<file path="config.mk">
export PLATFORM = sky130hd
export DESIGN_NAME = hazard_forward_unit
export DESIGN_NICKNAME = d
export VERILOG_FILES = /design/src/rtl/hazard_forward_unit.sv
export SDC_FILE = /design/constraint.sdc
export NUM_CORES = 1
export LEC_CHECK = 0
export ABC_AREA = 1
export CORE_MARGIN = 3
export CORE_UTILIZATION = 50
export CTS_BUF_LIST = sky130_fd_sc_hd__clkbuf_16
export CTS_CLUSTER_DIAMETER = 200
export DETAILED_ROUTE_END_ITERATION = 16
export PLACE_DENSITY_LB_ADDON = 0.25
export REMOVE_ABC_BUFFERS = 1
export SLEW_MARGIN = 10
export SYNTH_ARGS = -nofsm -noshare
export SYNTH_HDL_FRONTEND = slang
export SYNTH_SLANG_ARGS = --single-unit
</file>
<file path="constraint.sdc">
create_clock -name clk -period 4.94 [get_ports clk]
set_input_delay 0.741 -clock clk [delete_from_list [all_inputs] [get_ports clk]]
set_output_delay 0.741 -clock clk [all_outputs]
set_load 0.02 [all_outputs]
</file>
<file path="src/rtl/hazard_forward_unit.sv">
// Hazard and forwarding unit for the MIPS150 pipeline: tracks in-flight register
// writes over DEPTH stages, drives ALU operand forward selects, load-use stalls and flushes.
module hazard_forward_unit #(
  parameter  int REG_W    = 5,
  parameter  int DEPTH    = 2,
  parameter  int LOAD_LAT = 1,
  parameter  int CNT_W    = 16,
  localparam int FW       = $clog2(DEPTH + 1)
) (
  input  logic             clk,
  input  logic             rst,
  input  logic             advance,
  input  logic             redirect,
  input  logic             id_valid,
  input  logic [REG_W-1:0] id_rs,
  input  logic [REG_W-1:0] id_rt,
  input  logic             id_uses_rs,
  input  logic             id_uses_rt,
  input  logic             id_wr,
  input  logic [REG_W-1:0] id_dst,
  input  logic             id_is_load,
  output logic             stall,
  output logic             flush,
  output logic [FW-1:0]    fwd_a,
  output logic [FW-1:0]    fwd_b,
  output logic [CNT_W-1:0] stall_count
);

  localparam int WAIT_W = (LOAD_LAT > 0) ? $clog2(LOAD_LAT + 1) : 1;
  localparam int RC_W   = $clog2(DEPTH + 2);

  // Stage k of the scoreboard lives at index k-1.
  logic [DEPTH-1:0]             v_q, v_d;
  logic [DEPTH-1:0][REG_W-1:0]  dst_q, dst_d;
  logic [DEPTH-1:0][WAIT_W-1:0] wait_q, wait_d;
  logic [RC_W-1:0]              rcnt_q, rcnt_d;
  logic [CNT_W-1:0]             cnt_q, cnt_d;

  logic [FW-1:0] sel_a, sel_b;
  logic          haz_a, haz_b;

  // Scan oldest to youngest so the youngest matching stage overrides.
  always_comb begin
    sel_a = '0;
    sel_b = '0;
    haz_a = 1'b0;
    haz_b = 1'b0;
    for (int k = DEPTH; k >= 1; k--) begin
      if (id_valid && id_uses_rs && (id_rs != '0) && v_q[k-1] && (dst_q[k-1] == id_rs)) begin
        sel_a = FW'(k);
        haz_a = (wait_q[k-1] != '0);
      end
      if (id_valid && id_uses_rt && (id_rt != '0) && v_q[k-1] && (dst_q[k-1] == id_rt)) begin
        sel_b = FW'(k);
        haz_b = (wait_q[k-1] != '0);
      end
    end
  end

  always_comb begin
    flush       = ~rst | redirect | (rcnt_q != '0);
    stall       = (haz_a | haz_b) & ~flush;
    fwd_a       = (flush | stall) ? '0 : sel_a;
    fwd_b       = (flush | stall) ? '0 : sel_b;
    stall_count = rst ? cnt_q : '0;
  end

  always_comb begin
    v_d    = v_q;
    dst_d  = dst_q;
    wait_d = wait_q;
    cnt_d  = cnt_q;
    rcnt_d = (rcnt_q != '0) ? rcnt_q - 1'b1 : rcnt_q;
    if (advance) begin
      v_d[0]    = id_valid & id_wr & (id_dst != '0) & ~stall & ~flush;
      dst_d[0]  = id_dst;
      wait_d[0] = id_is_load ? WAIT_W'(LOAD_LAT) : '0;
      for (int k = 1; k < DEPTH; k++) begin
        v_d[k]    = v_q[k-1];
        dst_d[k]  = dst_q[k-1];
        wait_d[k] = (wait_q[k-1] != '0) ? wait_q[k-1] - 1'b1 : '0;
      end
      if (stall && (cnt_q != '1)) begin
        cnt_d = cnt_q + 1'b1;
      end
    end
  end

  always_ff @(posedge clk) begin
    if (!rst) begin
      v_q    <= '0;
      dst_q  <= '0;
      wait_q <= '0;
      rcnt_q <= RC_W'(DEPTH + 1);
      cnt_q  <= '0;
    end else begin
      v_q    <= v_d;
      dst_q  <= dst_d;
      wait_q <= wait_d;
      rcnt_q <= rcnt_d;
      cnt_q  <= cnt_d;
    end
  end

endmodule

</file>
==> impl_metrics.toml <==
[sta]
grt_setup_unrepaired = "no"
setup_violations = 0
timing.final.max_slew_violations = 0
timing.setup.tns_ns = 0
max_freq_ghz = 0.284
timing_worst_slew_pin_value_ns = 0.458
period_minus_slack_ns = 3.52
final_worst_path_period_share_pct = 71.2
relSlewSlack_pct = 69.3
fin_skew_ns = 0.00343
worst_hold_slack_ns = 0.471
hold_viol_final = 0

[synthesis]
ys_warn_count = 0
syn-cell-area_sq_um = 2110
yosys-top-cells-area = "sky130_fd_sc_hd__dfxtp_1 (29%), sky130_fd_sc_hd__nand2_1 (16%), sky130_fd_sc_hd__inv_1 (9.6%)"
post-synth-top-area-fraction_pct = 29.4
synthDominantAreaCellType = "sky130_fd_sc_hd__dfxtp_1"
yosys_register_bits = 31
avgSynthCellArea_sq_um = 5.99
yosys.cell_types.count = 30
post_synth_inst_count = 353
synth-seq-area-share_pct = 29.4

[outcome]
outcome = "complete, no violations"

[route]
routed_wirelength_mm = 5.31
detailed_routing_iteration_count_for_the_pre_antenna_repair_pass = 4
remaining_routing_drc_violations = 0
route.layer.met1.wl_mm = 2.33
route.detailed.wl_per_inst_microns = 11.9
viasPerCell = 5.10
num_vias = 2285
drt.antenna.violating_nets = 0
met3WireLength_microns = 301
drt-initial-drc-count = 109
top_signal_layer_used = "met4"
wl_met2_mm = 2.55

[clocking]
tritoncts = "done"
cts_root_buffer = "sky130_fd_sc_hd__clkbuf_16"
clk_latency_ns = 0.27
cts_repair_resize_count = 0
clk_pin_slew_ns = 0.05
cts_setup_buffers = 0
cts-buffers-inserted = 5
cts_max_level = 2
hold_buffers = 0
cts_num_sinks = 31
deepest_clock_path_buffer_count = 2

[min_path]
hp-class = "reg2reg"

[setup_path]
critical-path-slowest-cell = "sky130_fd_sc_hd__clkdlybuf4s50_1"
critical_path.startpoint_type = "input port"
timing.critical_path.cells = "clkdlybuf4s50_1, nand2_1, nand2_1, nor2_1, nand2_1, nor2_1, nand3_1, nand2_1, nor2_1, inv_1, nor2_1, clkdlybuf4s50_1"
launching_element_of_the_worst_setup_path = "id_rt[0]"
worst_r2r_path_depth = 10
timing.critical_path.required_ns = 4.20
path_buf_inv = 3
crit_type = "in2out"
cp-endpoint = "fwd_a[1]"
worst-path-stages = 12
worst_ep_arrival_time_ns = 2.78
end_kind = "output port"
critPathMaxFanout = 5
ff_to_ff_start = "cnt_q[0]"
rr_endpoint = "cnt_q[0]"
cp_top_family = "buffers and inverters"
critical_path.max_stage_delay_ns = 0.60
rrSetupSlack_ns = 3.11

[power_and_ir_drop]
pwr_density_cell_nw_per_um2 = 233
leakagePower_nw = 1.31
vdd_drop_max_mv = 0.182
net-switching-power_w = 0.000158
clock_power_share_pct = 44.0
power.share.sequential_pct = 42.5
swShare_pct = 24.8
combPwrFrac_pct = 13.5
internal-power_w = 0.000479

[grt]
grt_pass1_wl_mm = 9.05
gr-usage-all-layers_pct = 22.3
grt_start_max_net_pins = 42
grt_overflow_total = 0
initial_antenna_violation_count = 0
grt_pass1_vias = 2069

[final_layout]
seq_area_sq_um = 621
multi_input_area_sq_um = 1200
layout.cells.most_common = "sky130_fd_sc_hd__nand2_1"
mostFrequentLayoutCells = "sky130_fd_sc_hd__nand2_1 (88), sky130_fd_sc_hd__inv_1 (54), sky130_fd_sc_hd__nor2_1 (45), sky130_fd_sc_hd__clkdlybuf4s50_1 (45), sky130_fd_sc_hd__dfxtp_1 (31)"
areaGrowthSynthToFinish_pct = 29.3
design.final.nets = 424
nFillCells = 386
drive_above_1_share_pct = 8.29
antenna-diode-count = 0

[floorplan]
die-area_sq_um = 5040
io-pin-count = 46
fp.dieW_microns = 71.0
rows = 23
start_util_pct = 52.5
coreArea_sq_um = 4030
die_height_microns = 71.0

[place]
dp_hpwl_mm = 4.00
last_weighted_congestion_value_of_the_routability_driven_placer = 0.933
buffer_ports.inserted = 45

[flow_run]
maxCapViolations = 0
==> routing by layer <==
layer  GRT usage [%]  vias to the layer above
met1            26.7                     1006
met4            10.2                        0
met5               0                        -
met2            38.3                       68
li1                -                     1200
met3            4.40                       11
==> power by group through the flow <==
stage	logic, W	clock network (W)	registers, W
floorplan	0.0000439	0	0.000272
global placement	0.0000835	0	0.000275
detailed placement	0.0000853	0	0.000275
CTS	0.0000863	0.000286	0.000270
global route	0.0000972	0.000296	0.000271
finish	0.0000860	0.000280	0.000270
==> cell usage after synthesis, drive strengths merged <==
cell type and number:
inv 65, nand2 89, clkinv 1, o21ai 20, a211oi 1, xnor2 4, nand3b 2, a21oi 27
ha 2, nand3 29, dfxtp 31, o211ai 1, clkbuf 7, nand4 7, xor2 3, nor4 2
nor3 7, nor2 52, or2 1, buf 2
==> worst register-to-register path: cells and delay by family (launching register included) <==
family / cells / cell delay, ns
and+or+nand+nor: 9 / 1.14
DFF: 1 / 0.39
adders and majority gates: 1 / 0.20
==> registers in the layout, indices dropped and copies added (netlist names) <==
signal / flops
cnt_q: 16
dst_q: 10
rcnt_q: 2
v_q: 2
wait_q: 1
==> stage by stage <==
step	utilization [%]	cells	area [sq um]	worst slack, ns	power [W]
final	67.8	448	2730	1.42	0.000636
after global routing	67.8	448	2730	1.21	0.000665
after CTS	67.8	448	2730	1.43	0.000643
after detailed placement	64.5	441	2600	1.44	0.000360
after global placement	64.5	441	2600	1.48	0.000358
after floorplan	-	344	2070	2.39	0.000316
==> cell families after synthesis <==
kind of cell | after synthesis | share of synthesized area (%)
and+or+nand+nor | 189 | 41.0
xor gates and xnor gates | 7 | 2.90
buffers and inverters | 75 | 13.7
adders and majority gates | 2 | 1.18
DFF | 31 | 29.4
AOI/OAI and AO/OA | 49 | 11.8
==> how the worst min path moves through the flow <==
stage	from	to	cells after the start
final	rcnt_q[1]	rcnt_q[1]	2
after global routing	rcnt_q[1]	rcnt_q[1]	2
after CTS	rcnt_q[1]	rcnt_q[1]	2
after detailed placement	rcnt_q[1]	rcnt_q[1]	2
after global placement	rcnt_q[1]	rcnt_q[1]	2
after floorplan	rcnt_q[1]	rcnt_q[1]	2
==> layout make-up <==
class / count / share of cell area, %
Sequential cell: 31 / 22.7
Timing Repair Buffer: 47 / 17.0
Inverter: 66 / 9.07
Multi-Input combinational cell: 247 / 44.0
Clock inverter: 2 / 0.321
Tap cell: 50 / 2.29
Clock buffer: 5 / 4.58
No activity file was read; power rests on OpenSTA's default activity.
